### src/rtl/coordinate_2dto3d_if.sv
`default_nettype none
// ============================================================================
// Module      : coordinate_2dto3d_if
// Description : Handshake bundle for coordinate_2dto3d. The input side carries
//               a scaled pixel (u, v) and depth z; the output side returns the
//               recovered 3D (x, y) and an error flag for rejected depths.
// Revision    : 1.0 - initial release
// ============================================================================
interface coordinate_2dto3d_if;
    logic               in_valid;
    logic               in_ready;
    logic signed [31:0] u;
    logic signed [31:0] v;
    logic signed [15:0] z;
    logic               out_valid;
    logic               out_ready;
    logic signed [31:0] x;
    logic signed [31:0] y;
    logic               err;

    // Producer of tuples / consumer of results
    modport master (
        output in_valid, u, v, z, out_ready,
        input  in_ready, out_valid, x, y, err
    );

    // The conversion block itself
    modport slave (
        input  in_valid, u, v, z, out_ready,
        output in_ready, out_valid, x, y, err
    );
endinterface
`default_nettype wire

### src/rtl/coordinate_2dto3d.sv
`default_nettype none
// ============================================================================
// Module      : coordinate_2dto3d
// Description : Back-projects a scaled pixel (u, v) with depth z into camera
//               space: x = (u - CX*S) * z / (FX*S), y likewise with CY/FY.
//               One multiplier and one 48-cycle restoring divider are shared
//               between the x and y passes; results truncate toward zero and
//               saturate to the signed 32-bit range.
// Revision    : 1.0 - initial release
// ============================================================================
module coordinate_2dto3d #(
    parameter int FX        = 437,
    parameter int FY        = 330,
    parameter int CX        = 242,
    parameter int CY        = 145,
    parameter int PIX_SCALE = 230
) (
    input  logic                 clk,
    input  logic                 rst_n,
    coordinate_2dto3d_if.slave   bus
);

    // Principal-point offsets in scaled pixel units, and the two divisors
    localparam logic signed [32:0] c_cx_off = 33'(CX * PIX_SCALE);
    localparam logic signed [32:0] c_cy_off = 33'(CY * PIX_SCALE);
    localparam logic [31:0]        c_div_x  = 32'(FX * PIX_SCALE);
    localparam logic [31:0]        c_div_y  = 32'(FY * PIX_SCALE);
    localparam logic [5:0]         c_last   = 6'd47;

    typedef enum logic [2:0] {
        IDLE = 3'd0,
        MULX = 3'd1,
        DIVX = 3'd2,
        MULY = 3'd3,
        DIVY = 3'd4,
        DONE = 3'd5
    } state_t;

    state_t             r_state;
    logic signed [31:0] r_u;
    logic signed [31:0] r_v;
    logic [15:0]        r_z;
    logic [31:0]        r_rem;
    logic [47:0]        r_quo;
    logic [5:0]         r_cnt;
    logic               r_neg;
    logic signed [31:0] r_x;
    logic signed [31:0] r_y;
    logic               r_err;
    logic               r_out_valid;

    logic signed [32:0] w_diff_x;
    logic signed [32:0] w_diff_y;
    logic signed [32:0] w_diff_sel;
    logic [32:0]        w_abs_diff;
    logic [47:0]        w_prod;
    logic [31:0]        w_divisor;
    logic [32:0]        w_rem_sh;
    logic               w_ge;
    logic [31:0]        w_rem_next;
    logic [47:0]        w_quo_next;
    logic               w_overflow;
    logic signed [31:0] w_result;

    // Centred pixel coordinates; 33 bits so the subtraction never wraps
    assign w_diff_x   = {r_u[31], r_u} - c_cx_off;
    assign w_diff_y   = {r_v[31], r_v} - c_cy_off;
    assign w_diff_sel = (r_state == MULY) ? w_diff_y : w_diff_x;
    assign w_abs_diff = w_diff_sel[32] ? 33'(-w_diff_sel) : 33'(w_diff_sel);

    // z is known positive here, so the product magnitude is |diff| * z;
    // |diff| < 2^33 and z < 2^15 keep it inside 48 bits
    assign w_prod     = 48'(w_abs_diff) * 48'(r_z);

    // One restoring-division step: shift in the next dividend bit, subtract
    // the divisor when it fits. The quotient register doubles as dividend.
    assign w_divisor  = (r_state == DIVY) ? c_div_y : c_div_x;
    assign w_rem_sh   = {r_rem, r_quo[47]};
    assign w_ge       = (w_rem_sh >= {1'b0, w_divisor});
    assign w_rem_next = w_ge ? 32'(w_rem_sh - {1'b0, w_divisor}) : w_rem_sh[31:0];
    assign w_quo_next = {r_quo[46:0], w_ge};

    // Apply the sign after division; clamp magnitudes beyond 2^31-1.
    // A zero quotient negates to zero, so no -0 special case is needed.
    assign w_overflow = |w_quo_next[47:31];
    assign w_result   = w_overflow ? (r_neg ? 32'sh8000_0000 : 32'sh7FFF_FFFF)
                                   : (r_neg ? -$signed(w_quo_next[31:0])
                                            :  $signed(w_quo_next[31:0]));

    assign bus.in_ready  = (r_state == IDLE);
    assign bus.out_valid = r_out_valid;
    assign bus.x         = r_x;
    assign bus.y         = r_y;
    assign bus.err       = r_err;

    // Control FSM plus datapath registers: accept, multiply, divide x then y
    always_ff @(posedge clk or negedge rst_n) begin
        if (!rst_n) begin
            r_state     <= IDLE;
            r_u         <= '0;
            r_v         <= '0;
            r_z         <= '0;
            r_rem       <= '0;
            r_quo       <= '0;
            r_cnt       <= '0;
            r_neg       <= 1'b0;
            r_x         <= '0;
            r_y         <= '0;
            r_err       <= 1'b0;
            r_out_valid <= 1'b0;
        end else begin
            case (r_state)
                IDLE: begin
                    if (bus.in_valid) begin
                        r_u <= bus.u;
                        r_v <= bus.v;
                        r_z <= bus.z;
                        if (bus.z > 16'sd0) begin
                            r_state <= MULX;
                        end else begin
                            r_x         <= '0;
                            r_y         <= '0;
                            r_err       <= 1'b1;
                            r_out_valid <= 1'b1;
                            r_state     <= DONE;
                        end
                    end
                end
                MULX, MULY: begin
                    r_quo   <= w_prod;
                    r_rem   <= '0;
                    r_cnt   <= '0;
                    r_neg   <= w_diff_sel[32];
                    r_state <= (r_state == MULX) ? DIVX : DIVY;
                end
                DIVX, DIVY: begin
                    r_quo <= w_quo_next;
                    r_rem <= w_rem_next;
                    r_cnt <= r_cnt + 6'd1;
                    if (r_cnt == c_last) begin
                        if (r_state == DIVX) begin
                            r_x     <= w_result;
                            r_state <= MULY;
                        end else begin
                            r_y         <= w_result;
                            r_err       <= 1'b0;
                            r_out_valid <= 1'b1;
                            r_state     <= DONE;
                        end
                    end
                end
                DONE: begin
                    if (bus.out_ready) begin
                        r_out_valid <= 1'b0;
                        r_state     <= IDLE;
                    end
                end
                default: begin
                    r_out_valid <= 1'b0;
                    r_state     <= IDLE;
                end
            endcase
        end
    end

endmodule
`default_nettype wire

### src/flat_wrapper.sv
// flat-port wrapper written by rule: the top's interface ports become plain ports
module coordinate_2dto3d_flat 
#(
    parameter int FX        = 437,
    parameter int FY        = 330,
    parameter int CX        = 242,
    parameter int CY        = 145,
    parameter int PIX_SCALE = 230
)
  (clk, rst_n, bus_in_valid, bus_u, bus_v, bus_z, bus_out_ready, bus_in_ready, bus_out_valid, bus_x, bus_y, bus_err);
  coordinate_2dto3d_if bus_i ();
  input  logic clk;
  input  logic rst_n;
  input wire logic [$bits(bus_i.in_valid)-1:0] bus_in_valid;
  input wire logic [$bits(bus_i.u)-1:0] bus_u;
  input wire logic [$bits(bus_i.v)-1:0] bus_v;
  input wire logic [$bits(bus_i.z)-1:0] bus_z;
  input wire logic [$bits(bus_i.out_ready)-1:0] bus_out_ready;
  output wire logic [$bits(bus_i.in_ready)-1:0] bus_in_ready;
  output wire logic [$bits(bus_i.out_valid)-1:0] bus_out_valid;
  output wire logic [$bits(bus_i.x)-1:0] bus_x;
  output wire logic [$bits(bus_i.y)-1:0] bus_y;
  output wire logic [$bits(bus_i.err)-1:0] bus_err;
  assign bus_i.in_valid = bus_in_valid;
  assign bus_i.u = bus_u;
  assign bus_i.v = bus_v;
  assign bus_i.z = bus_z;
  assign bus_i.out_ready = bus_out_ready;
  assign bus_in_ready = bus_i.in_ready;
  assign bus_out_valid = bus_i.out_valid;
  assign bus_x = bus_i.x;
  assign bus_y = bus_i.y;
  assign bus_err = bus_i.err;
  coordinate_2dto3d #(.FX(FX), .FY(FY), .CX(CX), .CY(CY), .PIX_SCALE(PIX_SCALE)) u_core (.clk(clk), .rst_n(rst_n), .bus(bus_i));
endmodule
### config.mk
export PLATFORM = sky130hd
export DESIGN_NAME = coordinate_2dto3d_flat
export DESIGN_NICKNAME = d
export VERILOG_FILES = /design/src/rtl/coordinate_2dto3d_if.sv /design/src/rtl/coordinate_2dto3d.sv /design/src/flat_wrapper.sv
export SDC_FILE = /design/constraint.sdc
export NUM_CORES = 2
export LEC_CHECK = 0
export ABC_AREA = 1
export BUFFER_PORTS_ARGS = -buffer_cell sky130_fd_sc_hd__buf_4
export CAP_MARGIN = 15
export CORE_ASPECT_RATIO = 1.2
export CORE_MARGIN = 4
export CORE_UTILIZATION = 35
export DETAILED_ROUTE_END_ITERATION = 10
export PLACE_DENSITY = 0.47
export SLEW_MARGIN = 0
export SYNTH_ARGS = -nofsm -noshare
export SYNTH_HDL_FRONTEND = slang
export SYNTH_SLANG_ARGS = --single-unit
export TNS_END_PERCENT = 5
### constraint.sdc
create_clock -name clk -period 13.65 [get_ports clk]
set_clock_uncertainty 0.05 [all_clocks]
set_input_delay 2.73 -clock clk [delete_from_list [all_inputs] [get_ports clk]]
set_output_delay 2.73 -clock clk [all_outputs]
set_load 0.05 [all_outputs]
After elaboration in Yosys (flattened, before gate mapping)
Cells that the tools add are included.

word-level totals
  word-level logic and storage cells = 79
  input port bits = 84
  output and inout port bits = 67
  flip-flop bits (word level) = 236

operators by class
  reductions and logical operators = 11
  equal/unequal tests = 12
  mux-type cells = 34
  multipliers = 1
  bitwise logic cells = 1
  add/sub/neg operators = 6
  order comparisons = 2

operators by type and width
  operator                                              count
  2-to-1 mux 32 bit                                     10
  one-hot mux 32 bit (2 select lines)                   3
  one-hot mux 48 bit (2 select lines)                   1
  2-to-1 mux 33 bit                                     2
  subtractor 32 x 17 -> 33 bit (second input constant)  2
  multiplier 33 x 16 -> 48 bit                          1
  >= comparator 33 x 17 -> 1 bit                        1
  negation 33 bit                                       1
  negation 32 bit                                       1
  subtractor 32 bit                                     1
  2-to-1 mux 3 bit                                      6
  OR reduction 17 bit                                   1
  > comparator 16 x 1 -> 1 bit (second input constant)  1
  2-to-1 mux 16 bit                                     1
  one-hot mux 3 bit (4 select lines)                    1
  one-hot mux 6 bit (2 select lines)                    1
  AND reduction 5 bit                                   2
  != test 2 bit (second input constant)                 4
  2-to-1 mux 1 bit                                      7
  adder 6 x 1 -> 6 bit (second input constant)          1
  == test 3 x 2 -> 1 bit (second input constant)        2
  == test 3 bit (second input constant)                 2
  == test 6 bit (second input constant)                 1
  AND reduction 6 bit                                   1
  10 further kinds                                      13

Longest topological paths before layout
  depth after elaboration = 9
  gate-level depth with buffers = 46
  mapped depth without buffers = 46

Worst setup path after synthesis
Ideal clock, no wire load.

  path type = flip-flop to flip-flop
  start point = register u_core.r_state[2]
  end point = register u_core.r_quo[46]
  arrival time = 7.385 ns
  data required time = 13.459 ns
  path buffers = 1
  stages on the path, launching flop included = 39
  clock period less this slack = 7.577 ns
  setup time = 0.141 ns
  path slack = 6.073 ns
  cell sequence = dfrtp_1 inv_2 nand3_4 nand2_1 nand2_1 inv_1 clkbuf_1 ha_1 nand4_2 nor2_2 nand2_2 nor2_1 nand2_1 o21ai_0 or2_1 nand2_1 inv_2 nand2_1 (+3 left out) fa_1 fa_1 fa_1 inv_1 fa_1 inv_1 ha_1 nand2_1 nor2_1 inv_1 nor4_1 nand3_1 nand3_1 nand3_1 nand2_1 a21oi_1 o21ai_0 o221ai_1

between the ends
  longest elaborated chain between the ends = 6
  elaborated cells between the ends (all ways) = 12
  classes of those cells = 1 x add/sub; 1 x mul; 4 x eq/ne; 3 x mux; 3 x reduce/logical

RTL lines
  element                              RTL line                                           RTL
  start: declaration                   coordinate_2dto3d.sv:39                            state_t r_state;
  start signal: assignment             coordinate_2dto3d.sv:134                           r_state <= (r_state == MULX) ? DIVX : DIVY;
  == test 3 x 2 -> 1 bit               coordinate_2dto3d.sv:68, coordinate_2dto3d.sv:112
  2-to-1 mux 33 bit                    coordinate_2dto3d.sv:68                            assign w_diff_sel = (r_state == MULY) ? w_diff_y : w_diff_x;
  negation 33 bit                      coordinate_2dto3d.sv:69                            assign w_abs_diff = w_diff_sel[32] ? 33'(-w_diff_sel) : 33'(w_diff_sel);
  2-to-1 mux 33 bit                    coordinate_2dto3d.sv:69
  multiplier 33 x 16 -> 48 bit         coordinate_2dto3d.sv:73                            assign w_prod = 48'(w_abs_diff) * 48'(r_z);
  one-hot mux 48 bit (2 select lines)  coordinate_2dto3d.sv:112                           case (r_state)
  end signal: assignment               coordinate_2dto3d.sv:130                           r_quo <= w_prod;
  end signal: assignment               coordinate_2dto3d.sv:137                           r_quo <= w_quo_next;
  end: declaration                     coordinate_2dto3d.sv:44                            logic [47:0] r_quo;

Parallel ways exist; a longest one is shown, timed or not.
A chain may end at the register's enable or synchronous reset.

Worst setup path after layout
  start point = register u_core.r_state[2]
  end point = register u_core.r_quo[47]

Same word-level chain as after synthesis.

==> results.tsv <==
stage	metric	value	unit
status	result of the run	completed	
synthesis	ys async rst share	100	%
cells_and_area	Filler cells	9398	
setup_path	maximum fanout along the worst path	37	
route	sum of routed wire length over all layers	104000	µm
timing	measured slew at the worst slew-check pin	1.07	ns
route	Vias per Instance	5.00	
floorplan	top-level port count	151	
placed_design	number of port buffers	150	
clocking	number of buffers inserted to repair setup after CTS	0	
synthesis	Seq cells post-synth	236	
cells_and_area	Ant. Diodes	0	
setup_path	Crit. End Element	flop	
floorplan	total core area	86500	µm²
timing	setup repair after global routing missed its margin	no	
synthesis	sequential cell area fraction in the yosys report	19.3	%
route	initial drt markers	1631	
synthesis	number of instances in the synthesized netlist	4077	
clocking	H-tree depth reported by CTS	1	
timing	period utilization	73.2	%
grt	M3 GR Usage	2.31	%
placed_design	total half-perimeter wirelength after legalization and detailed placement	82700	µm
clocking	post-cts resize count	0	
placed_design	pre-CTS WS	3.75	ns
synthesis	Synth Warn #	0	
timing	Final WS setup	3.66	ns
clocking	clk_lat worst skew	0.63	ns
setup_path	Crit-path slowest cell	nand3_1	
synthesis	ys flop type	dfrtp_1	
job	count of maximum capacitance violations	0	
synthesis	number of enable flip-flop cells after synthesis	0	
synthesis	mean instance size in the synthesized netlist	7.51	µm²
cells_and_area	most common cell after layout, fill and taps aside	nand2_1	
timing	count of final hold-check violations	0	
grt	most used routing layer in global routing	met2	
route	DR vias	26600	
clocking	Root Buffer Master	clkbuf_16	
route	number of search-and-repair iterations in the first detailed-routing pass	6	
worst_hold_path	worst min-delay path class	flop to flop	
grt	GR Overflow Total	0	
grt	aggregate global-route resource usage	22.4	%
grt	met2 usage	39.4	%
grt	via count of the first global-routing pass	27800	
floorplan	height of the die	332	µm
floorplan	effective utilization at floorplan	35.4	%
setup_path	endpoint arrival time on the critical path	10.42	ns
route	DRC errors left	0	
grt	wire length of the first global-routing pass	163000	µm
synthesis	cell area after synthesis	30600	µm²
timing	fmax	100	MHz
timing	count of endpoints failing setup in the final report	0	
cells_and_area	share of post-route cells with drive strength above 1	8.08	%
grt	GR Layer Usage met1	29.5	%
route	DR WL/cell	19.5	µm
clocking	clock-pin transition on the worst setup and hold timing paths	0.06	ns
timing	Rel. slew slack	27.8	%
synthesis	post-synthesis cell type count	57	
cells_and_area	post-layout net count	4802	
clocking	CTS tree	done	
clocking	clock net sink count	236	
setup_path	delay of the slowest critical-path stage	0.58	ns
cells_and_area	Area Growth Syn to Fin	10.9	%
cells_and_area	highest-count cells in the layout ignoring fill and taps	nand2_1 (922), inv_1 (718), nor2_1 (461)	
clocking	post-cts hold buffer count	0	
placed_design	global placer's final weighted congestion	0.902	
timing	Sum Neg Setup Slack	0	ns
floorplan	Die Wd	278	µm
timing	post-route minimum period	9.99	ns
floorplan	die area	92300	µm²
route	Antenna Violating Nets Remaining	0	
grt	maximum number of pins on one net before global-route repair	106	
clocking	number of buffers created by CTS	30	
floorplan	count of standard-cell rows	118	
setup_path	startpoint class of the critical path	flop	
timing	count of pins over their slew limit	0	
clocking	maximum clock path buffer count	3	
setup_path	category of the most critical setup path	flop to flop	
grt	initial antenna violation count	0	
setup_path	required time of the worst setup path	14.08	ns
setup_path	most used cell, CP	fa_1	
registers in the layout, indices dropped and copies added (netlist names):
register / flops
u_core.r_quo: 48
u_core.bus.x: 32
u_core.bus.y: 32
u_core.r_rem: 32
u_core.r_u: 32
u_core.r_v: 32
u_core.r_z: 16
u_core.r_cnt: 6
u_core.r_state: 3
u_core.bus.err: 1
u_core.bus.out_valid: 1
u_core.r_neg: 1
kinds of logic (layout without fill, tap and decap cells):
kind of cell               count (synthesis)  after routing  synth area share [%]
and+or+nand+nor                         1810           1810                  24.8
buffers and inverters                    897            989                  11.2
adders and majority gates                560            560                  33.4
AOI/OAI and AO/OA                        511            511                  9.36
DFF                                      236            236                  19.3
xor gates and xnor gates                  51             51                  1.46
muxes                                     10             10                 0.368
other                                      2             15                0.0245
worst max-delay path, delay by kind of cell (launching register included):
kind,cells,cell delay [ns]
AO/OA/AOI/OAI,1,0.36
adder cells (fa/ha/maj),8,3.92
buffers and inverters,7,1.12
AND/OR/NAND/NOR,23,3.95
flip-flops,1,0.41
cell usage after synthesis (15+ instances only):
cell / instances / area share [%]
nor4_1: 15 / 0.31
o21ai_0: 182 / 3.0
nand2_2: 24 / 0.49
nand4_1: 39 / 0.80
ha_1: 129 / 5.3
fa_1: 431 / 28
inv_1: 719 / 8.8
xnor2_1: 15 / 0.43
nor3_1: 30 / 0.49
nand2_1: 923 / 11
clkbuf_1: 112 / 1.4
a22oi_1: 39 / 0.96
a21oi_1: 193 / 3.2
buf_2: 17 / 0.28
inv_2: 22 / 0.27
xor2_1: 36 / 1.0
a31oi_1: 15 / 0.31
dfrtp_1: 236 / 19
nor2_1: 462 / 5.7
nand3_1: 262 / 4.3
metrics by stage:
stage                     utilization [%]  instances  hold WS [ns]  instance area (µm²)
after detailed placement             38.0       5265         0.409                32900
final                                39.3       5322         0.414                34000
after global placement               38.0       5265         0.402                32900
after global routing                 39.3       5322         0.424                34000
after floorplan                         -       4090         0.390                30700
after CTS                            39.2       5321         0.418                33900
per-layer routing:
| layer | vias to the layer above | share of wire [%] |
|---|---|---|
| met2 | 642 | 50 |
| met3 | 118 | 4.3 |
| met1 | 13100 | 43 |
| met5 | - | 0 |
| li1 | 12800 | - |
| met4 | 0 | 3.2 |
area by class of cell:
cell class	count	area, µm²	share of cell area [%]
Clock buffer	36	793	2.34
Clock inverter	20	245	0.722
Inverter	751	2820	8.31
Multi-Input combinational cell	2957	21400	62.9
Sequential cell	236	5910	17.4
Tap cell	1140	1430	4.20
Timing Repair Buffer	182	1390	4.10
path summary, 6_finish.rpt:
path / to / cells after the start / startpoint / slack [ns]
worst min-delay path: u_core.r_cnt[4] / 1 / u_core.r_cnt[4] / 0.41
min in group asynchronous: u_core.bus.err / 1 / rst_n / 2.08
worst max register to register: u_core.r_quo[47] / 39 / u_core.r_state[2] / 3.66
worst min register to register: u_core.r_cnt[4] / 1 / u_core.r_cnt[4] / 0.41
max in group asynchronous: u_core.r_z[1] / 3 / rst_n / 9.17
worst max-delay path: u_core.r_quo[47] / 39 / u_core.r_state[2] / 3.66
Power is left out: the tool's default activity adds up to more than one toggle a clock period on the data nets, which glitch-free logic cannot reach.
